### config.mk
export PLATFORM = sky130hd
export DESIGN_NAME = spi_peripheral
export DESIGN_NICKNAME = d
export VERILOG_FILES = /design/src/rtl/spi_peripheral.sv
export SDC_FILE = /design/constraint.sdc
export NUM_CORES = 1
export LEC_CHECK = 0
export ABC_AREA = 0
export CORE_MARGIN = 5
export CORE_UTILIZATION = 45
export CTS_CLUSTER_DIAMETER = 50
export DETAILED_ROUTE_END_ITERATION = 6
export SLEW_MARGIN = 20
export SYNTH_ARGS = -nofsm -noshare
export SYNTH_HDL_FRONTEND = slang
export SYNTH_SLANG_ARGS = --single-unit
### constraint.sdc
create_clock -name clk -period 4.3 [get_ports clk]
set_input_delay 0.43 -clock clk [delete_from_list [all_inputs] [get_ports clk]]
set_output_delay 0.43 -clock clk [all_outputs]
set_load 0.01 [all_outputs]
### src/rtl/spi_peripheral.sv
// SPI mode-0 responder serving a 128x8 register memory.
// The raw cs/sclk/mosi pins are synchronized and debounced into the clk domain.
// A frame is a 7-bit address, an R/W bit and one data byte, all MSB first.

// Input conditioner: 2-flop synchronizer followed by a debounce counter.
// The conditioned level follows the pin only after it has held a new value
// for WAITTIME consecutive clk cycles. The edge pulses are asserted in the
// same cycle as the level change.
module spi_cond #(
  parameter int   WAITTIME     = 3,
  parameter int   COUNTERWIDTH = 3,
  parameter logic INIT         = 1'b0
) (
  input  logic clk,
  input  logic reset,
  input  logic pin,
  output logic level,
  output logic rise,
  output logic fall
);

  localparam logic [COUNTERWIDTH-1:0] CNT_LAST = COUNTERWIDTH'(WAITTIME - 1);
  localparam logic [COUNTERWIDTH-1:0] CNT_ONE  = COUNTERWIDTH'(1);

  logic                    sync1_r;
  logic                    sync2_r;
  logic                    level_r;
  logic                    rise_r;
  logic                    fall_r;
  logic [COUNTERWIDTH-1:0] cnt_r;

  // Two-flop synchronizer for the asynchronous pin.
  always_ff @(posedge clk) begin
    if (reset) begin
      sync1_r <= INIT;
      sync2_r <= INIT;
    end else begin
      sync1_r <= pin;
      sync2_r <= sync1_r;
    end
  end

  // Debounce: accept a new value only once it has been stable long enough.
  always_ff @(posedge clk) begin
    if (reset) begin
      level_r <= INIT;
      rise_r  <= 1'b0;
      fall_r  <= 1'b0;
      cnt_r   <= '0;
    end else begin
      rise_r <= 1'b0;
      fall_r <= 1'b0;
      if (sync2_r != level_r) begin
        if (cnt_r == CNT_LAST) begin
          level_r <= sync2_r;
          rise_r  <= sync2_r;
          fall_r  <= ~sync2_r;
          cnt_r   <= '0;
        end else begin
          cnt_r <= cnt_r + CNT_ONE;
        end
      end else begin
        cnt_r <= '0;
      end
    end
  end

  assign level = level_r;
  assign rise  = rise_r;
  assign fall  = fall_r;

endmodule

module spi_peripheral #(
  parameter int WAITTIME     = 3,
  parameter int COUNTERWIDTH = 3
) (
  input  logic clk,
  input  logic reset,
  input  logic sclk,
  input  logic cs,
  input  logic mosi,
  output logic miso,
  output logic miso_oe
);

  typedef enum logic [2:0] {
    IDLE        = 3'd0,
    GET_ADDR    = 3'd1,
    READ_LOAD   = 3'd2,
    READ_SHIFT  = 3'd3,
    WRITE_SHIFT = 3'd4,
    WRITE_MEM   = 3'd5,
    DONE        = 3'd6
  } state_t;

  // Conditioned pin views.
  logic cs_level_s, cs_rise_s, cs_fall_s;
  logic sclk_level_s, sclk_rise_s, sclk_fall_s;
  logic mosi_level_s, mosi_rise_s, mosi_fall_s;
  logic unused_edges_s;

  // Registered state and datapath.
  state_t     state_r, state_s;
  logic [2:0] bit_cnt_r, bit_cnt_s;
  logic [7:0] shift_r, shift_s;
  logic [6:0] addr_r, addr_s;
  logic       miso_bit_r, miso_bit_s;
  logic       rd_r, rd_s;
  logic       miso_r, miso_s;
  logic       miso_oe_r, miso_oe_s;
  logic       mem_we_s;

  logic [7:0] mem_r [0:127];

  spi_cond #(.WAITTIME(WAITTIME), .COUNTERWIDTH(COUNTERWIDTH), .INIT(1'b1)) u_cs_cond (
    .clk(clk), .reset(reset), .pin(cs),
    .level(cs_level_s), .rise(cs_rise_s), .fall(cs_fall_s)
  );

  spi_cond #(.WAITTIME(WAITTIME), .COUNTERWIDTH(COUNTERWIDTH), .INIT(1'b0)) u_sclk_cond (
    .clk(clk), .reset(reset), .pin(sclk),
    .level(sclk_level_s), .rise(sclk_rise_s), .fall(sclk_fall_s)
  );

  spi_cond #(.WAITTIME(WAITTIME), .COUNTERWIDTH(COUNTERWIDTH), .INIT(1'b0)) u_mosi_cond (
    .clk(clk), .reset(reset), .pin(mosi),
    .level(mosi_level_s), .rise(mosi_rise_s), .fall(mosi_fall_s)
  );

  // The cs level alone decides release, so these edges are not needed.
  assign unused_edges_s = ^{cs_rise_s, sclk_level_s, mosi_rise_s, mosi_fall_s};

  // Next-state and datapath logic; a high cs level overrides every state.
  always_comb begin
    state_s    = state_r;
    bit_cnt_s  = bit_cnt_r;
    shift_s    = shift_r;
    addr_s     = addr_r;
    miso_bit_s = miso_bit_r;
    rd_s       = rd_r;
    mem_we_s   = 1'b0;

    if (cs_level_s) begin
      state_s   = IDLE;
      bit_cnt_s = 3'd0;
      rd_s      = 1'b0;
    end else begin
      case (state_r)
        IDLE: begin
          if (cs_fall_s) begin
            state_s    = GET_ADDR;
            bit_cnt_s  = 3'd0;
            miso_bit_s = 1'b0;
            rd_s       = 1'b0;
          end else begin
            state_s = IDLE;
          end
        end
        GET_ADDR: begin
          if (sclk_rise_s) begin
            shift_s = {shift_r[6:0], mosi_level_s};
            if (bit_cnt_r == 3'd7) begin
              bit_cnt_s = 3'd0;
              addr_s    = shift_r[6:0];
              if (mosi_level_s) begin
                state_s = READ_LOAD;
                rd_s    = 1'b1;
              end else begin
                state_s = WRITE_SHIFT;
              end
            end else begin
              bit_cnt_s = bit_cnt_r + 3'd1;
            end
          end else begin
            state_s = GET_ADDR;
          end
        end
        READ_LOAD: begin
          shift_s   = mem_r[addr_r];
          bit_cnt_s = 3'd0;
          state_s   = READ_SHIFT;
        end
        READ_SHIFT: begin
          if (sclk_fall_s) begin
            miso_bit_s = shift_r[7];
            shift_s    = {shift_r[6:0], 1'b0};
            if (bit_cnt_r == 3'd7) begin
              bit_cnt_s = 3'd0;
              state_s   = DONE;
            end else begin
              bit_cnt_s = bit_cnt_r + 3'd1;
            end
          end else begin
            state_s = READ_SHIFT;
          end
        end
        WRITE_SHIFT: begin
          if (sclk_rise_s) begin
            shift_s = {shift_r[6:0], mosi_level_s};
            if (bit_cnt_r == 3'd7) begin
              bit_cnt_s = 3'd0;
              state_s   = WRITE_MEM;
            end else begin
              bit_cnt_s = bit_cnt_r + 3'd1;
            end
          end else begin
            state_s = WRITE_SHIFT;
          end
        end
        WRITE_MEM: begin
          mem_we_s = 1'b1;
          state_s  = DONE;
        end
        DONE: begin
          state_s = DONE;
        end
        default: begin
          state_s = IDLE;
        end
      endcase
    end

    // Outputs are derived from the next state so the registered pins
    // line up exactly with the state they belong to.
    miso_oe_s = (state_s == READ_LOAD) || (state_s == READ_SHIFT) ||
                ((state_s == DONE) && rd_s);
    if (miso_oe_s) begin
      miso_s = miso_bit_s;
    end else begin
      miso_s = 1'b0;
    end
  end

  // State, datapath and output registers.
  always_ff @(posedge clk) begin
    if (reset) begin
      state_r    <= IDLE;
      bit_cnt_r  <= 3'd0;
      shift_r    <= 8'd0;
      addr_r     <= 7'd0;
      miso_bit_r <= 1'b0;
      rd_r       <= 1'b0;
      miso_r     <= 1'b0;
      miso_oe_r  <= 1'b0;
    end else begin
      state_r    <= state_s;
      bit_cnt_r  <= bit_cnt_s;
      shift_r    <= shift_s;
      addr_r     <= addr_s;
      miso_bit_r <= miso_bit_s;
      rd_r       <= rd_s;
      miso_r     <= miso_s;
      miso_oe_r  <= miso_oe_s;
    end
  end

  // Register memory write port; contents survive reset.
  always_ff @(posedge clk) begin
    if (mem_we_s && !reset) begin
      mem_r[addr_r] <= shift_r;
    end
  end

  assign miso    = miso_r;
  assign miso_oe = miso_oe_r;

endmodule

== After elaboration in Yosys (flattened, before gate mapping) ==
Memory sizes are Yosys's and may differ from the RTL's. A register that Yosys moved wholly into a read port is not among the register bits.
Cells that the tools add are included.
Storage, ports and cells
  register bits after elaboration: 46
  bits in writable memories: 1024
  memories kept: 1
Cells by class
  add/sub/neg operators: 4
  bitwise operators: 9
  reduce and logical (&&, ||, !) cells: 23
  muxes and demuxes: 34
  equality and inequality tests: 19
Memories
  mem_r: words 128, width 8, rd ports 1, clocked after Yosys merged registers in 1, write ports 1, RTL line 114  | logic [7:0] mem_r [0:127];
Operator list (number)
  $mux 3: 12
  $pmux 8 s3: 1
  $eq 3x2->1 const B: 7
  $pmux 3 s6: 1
  $mux 8: 2
  $eq 3x3->1 const B: 5
  $reduce_or 3->1: 5
  $mux 7: 2
  $mux 1: 13
  $add 3x1->3 const B: 4
  $pmux 3 s4: 1
  $reduce_and 4->1: 3
  $not 1->1: 9
  $reduce_or 2->1: 4
  $ne 2x1->1 const B: 3
  $reduce_and 2->1: 3
  $pmux 1 s2: 2
  $reduce_bool 4->1: 1
  $eq 3x1->1 const B: 1
  $logic_not 3->1: 1
  $ne 1x1->1: 3
  $reduce_bool 3->1: 1
  $logic_and 1x1->1: 2
  $logic_or 1x1->1: 2
  $logic_not 1->1: 1

== Depth between registers and ports, before layout ==
Gate-level depths: netlist of run 1.
  word-level depth: 10
  mapped depth: 12

== Hierarchy ==
A second synthesis of run 1 with hierarchy kept.
Second synthesis, totals
  cell total of the unflattened synthesis: 2225
  area, all modules: 42635.9 µm²
By module, submodules not included
  spi_peripheral: area each 41760.1 µm², seq. area each 31390.1 µm², times used 1, cells each 2148
  spi_cond (u_mosi_cond ...): area each 286.5 µm², seq. area each 160.2 µm², times used 2, cells each 26
  spi_cond (u_cs_cond): area each 302.8 µm², seq. area each 160.2 µm², times used 1, cells each 25

== Worst setup path after synthesis of run 1 ==
Ideal clock, no wire load.
  kind: register -> register
  from: reg shift_r[7]
  to: reg miso_r (netlist: miso)
  data required time: 4.208 ns
  arrival time: 2.441 ns
  clock period less this slack: 2.532 ns
  slack: 1.768 ns
  stages on the path, launching flop included: 5
  path buffers: 0
  setup time: 0.092 ns
  cell sequence: dfxtp_1 nand2_1 o22ai_1 a22oi_1 nor4_1
Between the ends
  longest elaborated chain between the ends: 3
RTL lines
  from (decl): RTL line 106  | logic [7:0] shift_r, shift_s;
  from (signal assigned): RTL line 249  | shift_r <= shift_s;
  $mux 1: RTL line 185  | if (sclk_fall_s) begin
  $pmux 1 s2: RTL line 149  | case (state_r)
  $mux 1: RTL line 144  | if (cs_level_s) begin
  to (signal assigned): RTL line 253  | miso_r <= miso_s;
  to (decl): RTL line 110  | logic miso_r, miso_s;
Every way passes these cells.
A chain may end at the register's enable or synchronous reset.

==> results of run 1 <==
==> layout make-up <==
type	instances	area [um^2]
fillers	7418	45470
clock buffers	135	3004
flip-flops and latches	1077	31850
multi-input cells	892	9510
repair buffers	65	688.2
clock inverters	80	908.4
inverters	13	48.80
well taps	1254	1569
==> sequential cells by signal, indices dropped and copies added, names as in the netlist, 3 cells and up, named ones only <==
signal and flops:
mem_r 1024, addr_r 7, u_cs_cond.cnt_r 3, shift_r 8
u_mosi_cond.cnt_r 3, u_sclk_cond.cnt_r 3, bit_cnt_r 3, state_r 3
==> metrics by stage <==
stage	setup slack (ns)	utilization	hold slack (ns)	instances	instance area [um^2]
detailed placement	0.8170	0.4685	0.3982	3298	43590
global placement	0.8398	0.4682	0.4033	3297	43560
finish	0.8497	0.5113	0.2951	3516	47580
CTS	0.9454	0.5105	0.2511	3513	47500
global route	0.7083	0.5113	0.2727	3516	47580
floorplan	1.768	-	0.3895	2102	42060
==> synthesized netlist by cell type, types with 5 or more instances <==
library cell,instances
a22oi_1,5
inv_1,12
a2111oi_0,10
buf_8,5
nor4_1,7
o31ai_1,7
o22ai_1,15
a311oi_1,6
buf_2,18
mux2_2,6
nand2_1,61
mux2i_1,118
nor2_1,177
clkbuf_1,63
nor2b_1,15
buf_1,7
edfxtp_1,1024
buf_4,9
nand2b_1,11
nor3_1,14
ha_1,9
o2111ai_1,10
mux4_2,232
o221ai_1,53
nand3_1,20
a31o_1,5
o21a_1,8
o311ai_1,5
a31oi_1,8
a21oi_1,40
buf_6,18
dfxtp_1,53
==> cells by family (layout without fill, tap and decap cells) <==
logic type,count (synthesis),count (layout)
and+or+nand+nor,331,331
adders and majority gates,9,9
AOI/OAI and AO/OA,193,193
DFF,1077,1077
muxes,356,356
buffers and inverters,133,293
xor gates and xnor gates,3,3
==> layer usage <==
metal  up-vias  GRT usage
met5         -          0
met4         0    0.05895
met3       196    0.03880
met2       868     0.3285
met1     11150     0.2842
li1       8842          -
==> worst max-delay path by stage <==
stage | end | slack, ns | start
6_report | shift_r[7] | 0.85 | register
5_1_grt | shift_r[7] | 0.71 | register
4_1_cts | shift_r[6] | 0.95 | register
3_5_place_dp | mem_r[125][6] | 0.82 | reset
3_3_place_gp | mem_r[125][3] | 0.84 | reset
2_1_floorplan | miso | 1.77 | shift_r[7]
==> power breakdown <==
group,internal (mW),switching (mW)
clock network,5.89,4.14
registers,11.3,0.00176
logic,0.00728,0.00877
==> qor.yml, run 1 <==
synth_cell_type_count: 55
fp.dieH_um: 315.7
worstPathMaxFanout: 30
fp-row-count: 112
io_buffers: 6
synthTopCellsByArea: "edfxtp_1, mux4_2, mux2i_1, dfxtp_1, nor2_1"
p_leak_nw: 14.71
wl_met1_um: 41500
crit_top_cell: "buf_4"
power_density_nw_per_um2: 448.8
dr.pass1.iters: 7
crit_family: "compound AO/OA/AOI/OAI gates"
hold_viol_final: 0
syn_area_per_cell_um2: 20.01
critical-path-slowest-cell: "dfxtp_4"
synth_compound_area_frac: 0.03421
max_freq_mhz: 289.8
rr_endpoint: "shift_r[7]"
yosysTopAreaCell: "edfxtp_1"
grt-ovfl-total: 0
wl_per_cell_um: 28.64
grt_pass1_wl_um: 148200
fp.dieArea_um2: 99690
crit_chain: "buf_4, buf_4, mux2i_1, o221ai_1, a21oi_1, o311ai_1, o2111ai_1, o22ai_1"
drt-vias-per-instance: 5.989
areaGrowthSynthToFinish_pct: 13.12
synthFlopType: "edfxtp_1"
nNetsFinal: 2178
holdBufCountCts: 0
syn_nets: 2116
min-delay-start: "sclk"
fin_crit_ns: 3.450
skew_ns: 0.03272
cts_tree: "built"
synth-simple-area-share: 0.03456
vias: 21060
clk_pin_slew_ns: 0.06
start_kind: "register"
ys.warnings.count: 0
drc_errors: 0
cts.path.max_buffers: 3
max_cap_violations: 0
netlist_area_um2: 42060
cp.depth: 8
cts_made_buffers: 115
routed_wirelength_um: 100700
wl_met3_um: 7164
hp-class: "primary input to register"
start_util: 0.4520
required_ns: 4.89
min_period_over_period: 0.8024
drive_above_1_share: 0.2197
status: "complete, no violations"
synth_top_family_by_area: "multiplexers"
htreeDepth: 3
holdPathEnd: "u_sclk_cond.sync1_r"
setup_viol: 0
place_hpwl_um: 61590
yosys.area_share.adder: 0.002677
r2r_slack_ns: 0.85
max-vdd-ir-drop_v: 0.0002977
seq_area_frac_synth: 0.7563
cts_setup_buffers: 0
cpPeakStageDelay_ns: 0.86
max-slew-margin-rel: 0.2544
cts.repair.resized: 0
worstPathBufferInverterCount: 2
grt_pass1_vias: 21270
grt_usage: 0.2025
synth_top_area_share: 0.7310
top_layer: "met4"
synth_cells: 2102
synth_edf_count: 1024
clock_insertion_delay_worst_skew_ns: 0.69
synthMuxAreaShare: 0.1539
drt_iter0_markers: 2349
grt_max_degree: 113
cp-end-kind: "register"
dieWidth_um: 315.7
io_pins: 7
critical_path_class: "register to register"
power_mw: 21.35
cts_sinks: 1077
antenna_found_initial: 0
routabilityCongestion: 0.8455
reg2reg_depth: 8
final_antenna_net_count: 0
cts_root_buf: "clkbuf_16"
rsz0062_at_grt: "false"
worstPathArrival_ns: 4.04
synthXorXnorAreaFrac: 0.0006247
layout_common_cells: "edfxtp_1, mux4_2, nor2_1"
tns_ns: 0
final_common_cell: "edfxtp_1"
core_um2: 93050
num_antenna_cells: 0
worstMarginPinSlew_ns: 1.118
ys_ff_latch: 1077
ys_async_sr_fraction: 0
wl_met2_um: 48870
whs_path_depth: 2
drv_slew: 0
No activity file was read; power rests on OpenSTA's default activity.
==> run 2: changes to the inputs <==
==> constraint.sdc (replaced) <==
create_clock -name clk -period 3.3 [get_ports clk]
set_input_delay 0.33 -clock clk [delete_from_list [all_inputs] [get_ports clk]]
set_output_delay 0.33 -clock clk [all_outputs]
set_load 0.01 [all_outputs]
==> run 2 against run 1 <==
  * The run now ends with DRC left
  * Clock skew fell by 0.0017 ns
  * Clock power rose by 30%
  * Sequential share of layout area fell by 1.7 points
  * Critical path type unchanged
  * Highest routed layer unchanged
==> qor.yml, run 2 (same netlist as run 1, synthesis figures left out) <==
dr.pass1.iters: 7
cts_setup_buffers: 0
fp-row-count: 112
cts_sinks: 1077
reg2reg_depth: 10
clock_insertion_delay_worst_skew_ns: 0.70
place_hpwl_um: 65490
power_mw: 27.79
top_register: "mem_r"
required_ns: 3.85
power_density_nw_per_um2: 569.0
swShare: 0.1941
max-vdd-ir-drop_v: 0.0004072
hp-class: "primary input to register"
grt_usage: 0.2074
min_period_over_period: 0.9012
grt_max_degree: 87
routabilityCongestion: 0.8454
final_common_cell: "edfxtp_1"
worstPathArrival_ns: 3.52
max-slew-margin-rel: 0.2980
areaGrowthSynthToFinish_pct: 16.13
num_antenna_cells: 0
drive_above_1_share: 0.2738
io_buffers: 6
drc_errors: 1
comb_power_share: 0.001
rsz0062_at_grt: "false"
min-delay-start: "mosi"
p_clk_frac: 0.470
fp.dieH_um: 315.7
cts.path.max_buffers: 3
fin_cells: 3683
worstMarginPinSlew_ns: 1.053
io_pins: 7
routed_wirelength_um: 102500
status: "complete, but fails checks"
tns_ns: 0
rr_endpoint: "shift_r[5]"
whs_ns: 0.2043
start_kind: "register"
fp.dieArea_um2: 99690
clk_pin_slew_ns: 0.06
seq_power_share: 0.530
max_freq_mhz: 336.3
start_util: 0.4520
setup_viol: 0
holdPathEnd: "u_mosi_cond.sync1_r"
internal_power_mw: 22.40
skew_ns: 0.03104
cts_root_buf: "clkbuf_16"
p_leak_nw: 15.59
grt_pass1_wl_um: 151700
core_um2: 93050
worstPathMaxFanout: 21
critical_path_class: "register to register"
nNetsFinal: 2340
hold_viol_final: 0
vias: 21550
grt-ovfl-total: 0
whs_path_depth: 2
layout_common_cells: "edfxtp_1, mux4_2, buf_4"
grt_pass1_vias: 21970
cts.repair.resized: 0
cp-end-kind: "register"
r2r_slack_ns: 0.33
htreeDepth: 3
violations: "DRC"
dieWidth_um: 315.7
wl_per_cell_um: 27.84
cts_tree: "built"
final_antenna_net_count: 0
drt_iter0_markers: 2222
top_regs: "mem_r (1024), shift_r (8), addr_r (7)"
drv_slew: 0
cts_made_buffers: 116
holdBufCountCts: 0
antenna_found_initial: 1
max_cap_violations: 0
dp_cells: 3462
fin_crit_ns: 2.974
drt-vias-per-instance: 5.852
largest_reg_flops: 1024
switchingPower_mw: 5.396
run 2: power by group through the flow:
| stage | Combinational, mW | Sequential, mW | Clock [mW] |
|---|---|---|---|
| after CTS | 0.0211 | 14.7 | 13.3 |
| after floorplan | 0.0125 | 15.0 | 0 |
| final | 0.0208 | 14.7 | 13.0 |
| after global routing | 0.0228 | 14.7 | 13.9 |
| after detailed placement | 0.0211 | 15.0 | 0 |
| after global placement | 0.0204 | 15.0 | 0 |
run 2: critical path, stage by stage (launching register included):
cell	delay, ns
dfxtp_4	0.55
buf_12	0.22
buf_12	0.21
buf_12	0.21
buf_4	0.24
mux2i_1	0.34
o221ai_1	0.22
a21oi_1	0.29
o31ai_1	0.16
o2111ai_1	0.22
o22ai_1	0.11
run 2: through the flow:
stage / instance area (um^2) / util / setup slack (ns)
5_1_grt: 48850 / 0.5250 / 0.2302
2_1_floorplan: 42060 / - / 0.7675
4_1_cts: 48850 / 0.5250 / 0.3584
3_5_place_dp: 44930 / 0.4828 / 0.3766
6_report: 48850 / 0.5250 / 0.3262
3_3_place_gp: 44930 / 0.4828 / 0.3492
run 2: final cells by class:
class	instances	area [um^2]
sequential	1077	31850
fill	7289	44200
clock buffer	138	3123
clock inverter	83	797.0
multi-input combinational	892	9510
tap	1254	1569
timing repair buffer	226	1949
inverter	13	48.80
run 2: worst max path at each step:
stage | end | slack (ns)
after floorplan | miso | 0.77
after global placement | shift_r[6] | 0.35
after detailed placement | shift_r[5] | 0.38
after CTS | shift_r[5] | 0.36
after global routing | shift_r[2] | 0.23
final | shift_r[5] | 0.33
run 2: metal layers:
metal,wire length (um),up-vias,global-route usage
met5,0,-,0
li1,-,9166,-
met1,42270,11300,0.2926
met4,3841,0,0.07000
met2,48850,872,0.3299
met3,7567,213,0.03992
